## src/rtl/q15_div.sv

```systemverilog
// Sequential signed Q15 divider (64-bit words, FRAC_BITS fraction bits), restoring
// division producing one quotient bit per cycle, with saturation and valid/ready handshakes.
module q15_div #(
   parameter int FRAC_BITS = 48
) (
   input  logic        clk,
   input  logic        reset,
   input  logic        in_valid,
   output logic        in_ready,
   input  logic [63:0] in_a,
   input  logic [63:0] in_b,
   output logic        out_valid,
   input  logic        out_ready,
   output logic [63:0] out_q,
   output logic        out_overflow,
   output logic        out_div_zero
);

   localparam int          SH    = 63 - FRAC_BITS;
   localparam logic [63:0] Q_MAX = 64'h7FFF_FFFF_FFFF_FFFF;
   localparam logic [63:0] Q_MIN = 64'h8000_0000_0000_0001;

   typedef enum logic [1:0] {IDLE, CALC, DONE} state_t;

   state_t      state, state_next;
   logic        sign;
   logic [63:0] mag_b;
   logic [64:0] rem;
   logic [62:0] quo;
   logic [62:0] shifter;
   logic [5:0]  count;

   logic [63:0]  abs_a, abs_b;
   logic         accept, b_zero, ovf_hit, special;
   logic [63:0]  special_q;
   logic [64:0]  rem_shift, rem_step;
   logic         q_bit;
   logic [62:0]  quo_step;
   logic [63:0]  res_mag, result;

   assign in_ready = (state == IDLE);
   assign accept   = in_valid && in_ready;

   // Operand magnitudes: negating 0x8000... yields 2^63 when read as unsigned.
   assign abs_a   = in_a[63] ? -in_a : in_a;
   assign abs_b   = in_b[63] ? -in_b : in_b;
   assign b_zero  = (in_b == 64'd0);
   assign ovf_hit = ({64'd0, abs_a} >= ({64'd0, abs_b} << SH));
   assign special = b_zero || ovf_hit || (in_a == 64'd0);

   // NOTE: every variable written in always_comb gets a default first, otherwise a latch is inferred.
   always_comb begin
      special_q = 64'd0;
      if (b_zero)
         special_q = in_a[63] ? Q_MIN : Q_MAX;
      else if (ovf_hit)
         special_q = (in_a[63] ^ in_b[63]) ? Q_MIN : Q_MAX;
   end

   // One restoring step; the remainder stays below |b| so the dropped top bit is always zero.
   assign rem_shift = 65'({rem, shifter[62]});
   assign q_bit     = (rem_shift >= {1'b0, mag_b});
   assign rem_step  = q_bit ? (rem_shift - {1'b0, mag_b}) : rem_shift;
   assign quo_step  = {quo[61:0], q_bit};
   assign res_mag   = {1'b0, quo_step};
   assign result    = sign ? -res_mag : res_mag;

   // NOTE: sequential state uses non-blocking assignments so all registers update from pre-edge values.
   always_ff @(posedge clk) begin
      if (reset) state <= IDLE;
      else       state <= state_next;
   end

   always_comb begin
      state_next = state;
      case (state)
         IDLE: if (accept) state_next = special ? DONE : CALC;
         CALC: if (count == 6'd0) state_next = DONE;
         DONE: if (out_valid && out_ready) state_next = IDLE;
         default: state_next = IDLE;
      endcase
   end

   always_ff @(posedge clk) begin
      if (reset) begin
         sign         <= 1'b0;
         mag_b        <= 64'd0;
         rem          <= 65'd0;
         quo          <= 63'd0;
         shifter      <= 63'd0;
         count        <= 6'd0;
         out_valid    <= 1'b0;
         out_q        <= 64'd0;
         out_overflow <= 1'b0;
         out_div_zero <= 1'b0;
      end else begin
         case (state)
            IDLE: if (accept) begin
               sign         <= in_a[63] ^ in_b[63];
               mag_b        <= abs_b;
               rem          <= {1'b0, abs_a >> SH};
               shifter      <= {abs_a[SH-1:0], {FRAC_BITS{1'b0}}};
               quo          <= 63'd0;
               count        <= 6'd62;
               out_q        <= special_q;
               out_div_zero <= b_zero;
               out_overflow <= !b_zero && ovf_hit;
            end
            CALC: begin
               rem     <= rem_step;
               quo     <= quo_step;
               shifter <= shifter << 1;
               count   <= count - 6'd1;
               if (count == 6'd0) out_q <= result;
            end
            DONE: begin
               // Result becomes visible one cycle after DONE entry and is held until consumed.
               if (!out_valid)    out_valid <= 1'b1;
               else if (out_ready) out_valid <= 1'b0;
            end
            default: ;
         endcase
      end
   end

endmodule

```

## config.mk

```make
export PLATFORM = sky130hd
export DESIGN_NAME = q15_div
export DESIGN_NICKNAME = d
export VERILOG_FILES = /design/src/rtl/q15_div.sv
export SDC_FILE = /design/constraint.sdc
export NUM_CORES = 1
export LEC_CHECK = 0
export ABC_AREA = 1
export ABC_CLOCK_PERIOD_IN_PS = 12300
export CAP_MARGIN = 0
export CORE_UTILIZATION = 43
export DETAILED_ROUTE_END_ITERATION = 8
export DONT_BUFFER_PORTS = 1
export SYNTH_ARGS = -nofsm -noshare
export SYNTH_HDL_FRONTEND = slang
export SYNTH_SLANG_ARGS = --single-unit
```

## constraint.sdc

```tcl
create_clock -name clk -period 12.3 [get_ports clk]
set_input_delay 1.23 -clock clk [delete_from_list [all_inputs] [get_ports clk]]
set_output_delay 1.23 -clock clk [all_outputs]
set_load 0.005 [all_outputs]
```

Yosys cells after proc, flatten, opt, wreduce, memory -nomap -nowiden --
Index checks and enable logic that the tools add are counted.
Word-level totals: register bits 329, output and inout bits 68
Cells by class: add/subtract/negate cells 5, magnitude comparators 2, eq/ne operators 5, multiplexer cells 26, bitwise operators 1, reduce and logical (&&, ||, !) cells 15
Operators with widths (number):
- 64-bit 2-to-1 mux | 11
- 64-bit one-hot mux with 2 select lines | 2
- 64-bit logical NOT | 2
- 64-bit negation | 2
- 63-bit one-hot mux with 2 select lines | 1
- 62-bit one-hot mux with 2 select lines | 1
- 64-bit by 79-bit >= comparator with 1-bit output | 1
- 65-bit by 64-bit >= comparator with 1-bit output | 1
- 63-bit negation with 64-bit output | 1
- 64-bit subtractor | 1
- 63-bit 2-to-1 mux | 1
- 62-bit 2-to-1 mux | 1
- 6-bit one-hot mux with 2 select lines | 1
- 2-bit 2-to-1 mux | 4
- 6-bit logical NOT | 1
- 6-bit 2-to-1 mux | 1
- 2-bit one-hot mux with 3 select lines | 1
- 3-bit AND reduction | 2
- 6-bit by 1-bit subtractor with 6-bit output (second input constant) | 1
- 2-bit != test (second input constant) | 2
- 2-bit AND reduction | 2
- 1-bit logical AND | 3
- 2-bit by 1-bit equality test with 1-bit output (second input constant) | 1
- 2-bit equality test (second input constant) | 1
- other kinds (7) | 9

Logic depth before layout (Yosys ltp) --
word-level depth 8, mapped depth 32, mapped depth without buffers 31

Worst setup path after synthesis --
OpenSTA, ideal clock, no wires.
path type input-to-reg, start input port in_a[0], end register out_q[28], arrival 4.701 ns, data required time 12.244 ns, slack 7.543 ns, cell stages on the path 31, path through inv_1 -> ha_1 -> nand3_1 -> nor2_1 -> nand2_1 -> nor4_1 -> nand3_1 -> nor2_1 -> a31oi_1 -> or2_2 -> and2_1 -> ha_1 -> nand2_1 -> nor2_1 -> nand2_1 -> nor2_1 -> nand3_1 -> nor3_1 -> nand2_1 -> nor2_1 -> nand2_1 -> nand2_1 -> nand2_1 -> o21ai_1 -> nand2_1 -> nand3_2 -> nand3_4 -> buf_6 -> nand3_1 -> nand2_1 -> inv_1
Between the ends: cells in the longest elaborated chain, start to end 7
Ends and longest elaborated chain:
- start: declaration | line 10 | input logic [63:0] in_a,
- 64-bit negation | line 45 | assign abs_a = in_a[63] ? -in_a : in_a;
- 64-bit 2-to-1 mux (*) | line 45
- 64-bit by 79-bit >= comparator with 1-bit output (*) | line 48 | assign ovf_hit = ({64'd0, abs_a} >= ({64'd0, abs_b} << SH));
- 64-bit 2-to-1 mux (*) | line 56 | else if (ovf_hit)
- 64-bit 2-to-1 mux (*) | line 54 | if (b_zero)
- 64-bit 2-to-1 mux (*) | line 98 | IDLE: if (accept) begin
- 64-bit one-hot mux with 2 select lines (*) | line 97 | case (state)
- end signal: assignment | line 105 | out_q <= special_q;
- end signal: assignment | line 114 | if (count == 6'd0) out_q <= result;
- end: declaration | line 14 | output logic [63:0] out_q,
Every way passes the cells marked *; elsewhere a longest branch is shown, timed or not. The select of a mux whose other input is x is not followed. A chain may end at the register's enable or synchronous reset.

Worst setup path after layout --
start input port in_a[0], end register out_q[58]
The elaborated chain is that of the path after synthesis.

==> impl_metrics.env <==
export IMPL_rr_worst_depth=29
export IMPL_wl_per_cell_um=17.94
export IMPL_drt_pass1_iterations=6
export IMPL_postPlaceCellArea_um2=24310
export IMPL_r2r_start="mag_b[2]"
export IMPL_hold_viol=0
export IMPL_synth_distinct_cells=57
export IMPL_routed_via_density=5.333
export IMPL_critPathSlowestCell="nand3_4"
export IMPL_hpwlAfterDp_mm=65.99
export IMPL_fp_dieW_um=237.9
export IMPL_status="finished, final reports clean"
export IMPL_maxCapViolCount=0
export IMPL_synth_edff_count=0
export IMPL_ioPinCount=200
export IMPL_antenna_found_initial=0
export IMPL_cts_buffers_inserted=34
export IMPL_crit_fanout=61
export IMPL_grt_pass1_wl_mm=131.6
export IMPL_period_share_pct=48.00
export IMPL_finish_instance_area_um2=25440
export IMPL_nFillCells=6075
export IMPL_hold_class="reg2reg"
export IMPL_synth_area_per_cell_um2=5.882
export IMPL_min_period_ps=5904
export IMPL_synth_ff_type="dfxtp_1"
export IMPL_critPathMaxStageDelay_ps=650
export IMPL_final_nets=4221
export IMPL_io_buffers=0
export IMPL_rsz0062_at_grt="false"
export IMPL_synth_area_top_cells="dfxtp_1, nand2_1, inv_1"
export IMPL_p_per_area_nw_per_um2=212.1
export IMPL_synthToLayoutAreaGrowth_pct=6.345
export IMPL_wl_mm=85.09
export IMPL_vias=25290
export IMPL_max_freq_mhz=169.4
export IMPL_grt_pass1_vias=22810
export IMPL_drc=0
export IMPL_end_kind="register"
export IMPL_syn_area_um2=23920
export IMPL_cts_sinks=281
export IMPL_clock_root_buffer="clkbuf_16"
export IMPL_min_to="count[0]"
export IMPL_core_area_um2=54990
export IMPL_grt_total_usage_pct=29.61
export IMPL_drive_above_1_share_pct=3.330
export IMPL_min_delay_start="count[0]"
export IMPL_yosysWarnings=0
export IMPL_h_tree_depth=2
export IMPL_rows=86
export IMPL_grt_max_degree=251
export IMPL_yosysTopAreaCell="dfxtp_1"
export IMPL_die_height_um=237.9
export IMPL_skew_ps=26.66
export IMPL_place_gp_congestion=0.9824
export IMPL_grt_overflow=0
export IMPL_rrSetupSlack_ps=6850
export IMPL_layout_commonest_cell="nand2_1"
export IMPL_layout_common_cells="nand2_1, inv_1, nor2_1"
export IMPL_clockBufferDepth=3
export IMPL_ys_seq_area_share_pct=23.52
export IMPL_tightestPinTransition_ps=1024
export IMPL_clkTransAtPathRegs_ps=60
export IMPL_whs_path_depth=1
export IMPL_ant_nets=0
export IMPL_synth_top_cell_area_share_pct=23.52
export IMPL_utilization_pct=46.26
export IMPL_drt_initial_drc_count=2678
export IMPL_syn_num_nets=4317
export IMPL_clkLatencyLatePin_ps=560
export IMPL_slew_headroom_pct=31.76
export IMPL_drv_slew=0
export IMPL_r2r_end="out_q[44]"
export IMPL_ys_ff_latch=281
export IMPL_cp_required_ps=12810
export IMPL_criticalPathCategory="in2reg"
export IMPL_crit_path_start_kind="input port"
export IMPL_worstPathArrival_ps=6410
export IMPL_postCtsSetupBuffers=0
export IMPL_vdd_drop_max_mv=0.1589
export IMPL_dieArea_um2=56580
export IMPL_synth_cells=4067
export IMPL_p_leak_nw=12.48
export IMPL_async_reset_ff_share_pct=0
export IMPL_cts_hold_buf=0
export IMPL_critPathMostFrequentCell="nand2_1"
export IMPL_finalHoldWorstSlack_ps=451.8
export IMPL_start_util_pct=43.50
export IMPL_cts_tree="built"
export IMPL_cts_resized=0
export IMPL_insertedDiodeCount=0
export IMPL_setup_violations_final=0
export IMPL_fin_setup_tns_ps=0
## stage by stage
stage	instances	power [W]	setup slack (ps)
2_1_floorplan	4067	0.003524	7543
3_3_place_gp	4683	0.004315	6063
3_5_place_dp	4683	0.004318	5892
4_1_cts	4742	0.005363	6480
5_1_grt	4742	0.005840	5832
6_report	4742	0.005395	6396
## worst max-delay path, delay by kind of cell
family	cells	cell delay, ps
xor gates and xnor gates	1	250
buffers and inverters	2	130
and+or+nand+nor	23	4010
AOI/OAI and AO/OA	2	290
adders and majority gates	2	450
## report_power, final
group	internal (W)	switching, W	total [W]
sequential	0.00111	0.000126	0.00123
clock	0.000605	0.000425	0.00103
combinational	0.000940	0.00219	0.00313
total	0.00265	0.00274	0.00539
## state kept, by name, indices dropped and copies added, names as in the netlist
register,cells
rem,64
out_valid,1
shifter,15
out_q,64
state,2
quo,62
sign,1
out_overflow,1
count,6
out_div_zero,1
mag_b,64
## metal layers
layer / vias to the layer above / global-route usage (%) / wire [um]
met5: - / 0 / 0
met4: 0 / 9.286 / 2543
met3: 110 / 3.922 / 5631
met2: 798 / 44.79 / 36100
met1: 11480 / 43.13 / 40810
li1: 12900 / - / -
## synthesized netlist by cell type (17+ instances only)
| cell type | n |
|---|---|
| clkbuf_1 | 97 |
| a31oi_1 | 57 |
| nor4_1 | 40 |
| nand4_1 | 51 |
| xor2_1 | 99 |
| o21ai_0 | 253 |
| nor2_2 | 17 |
| buf_1 | 17 |
| a21oi_1 | 319 |
| nor2_1 | 545 |
| inv_1 | 620 |
| ha_1 | 117 |
| dfxtp_1 | 281 |
| o211ai_1 | 42 |
| nand3_2 | 17 |
| nand2_1 | 995 |
| xnor2_1 | 42 |
| nand3_1 | 241 |
| nor3_1 | 57 |
## worst max path at each step
stage                  from        end  cells past startpoint  slack [ps]
global route        in_a[0]  out_q[11]                     30        5830
global placement    in_a[0]  out_q[32]                     30        6060
CTS                 in_a[0]  out_q[58]                     30        6480
detailed placement  in_a[0]  out_q[58]                     30        5890
finish              in_a[0]  out_q[58]                     30        6400
floorplan           in_a[0]  out_q[28]                     31        7540
## cell type report
class | instances | area (um2) | area share (%)
Inverter | 625 | 2351 | 9.242
Clock buffer | 50 | 1032 | 4.058
Multi-Input combinational cell | 3017 | 15300 | 60.15
Tap cell | 748 | 935.9 | 3.679
Timing Repair Buffer | 12 | 90.09 | 0.3541
Sequential cell | 281 | 5627 | 22.12
Clock inverter | 9 | 100.1 | 0.3935
## kinds of logic after synthesis
kind of cell | Yosys count | share of synthesized area [%]
flops | 281 | 23.52
compound gates | 750 | 17.19
simple gates | 2008 | 35.31
xor+xnor | 141 | 5.163
fa+ha+maj | 118 | 6.204
buf+inv | 769 | 12.62
No activity file was read; power rests on OpenSTA's default activity.
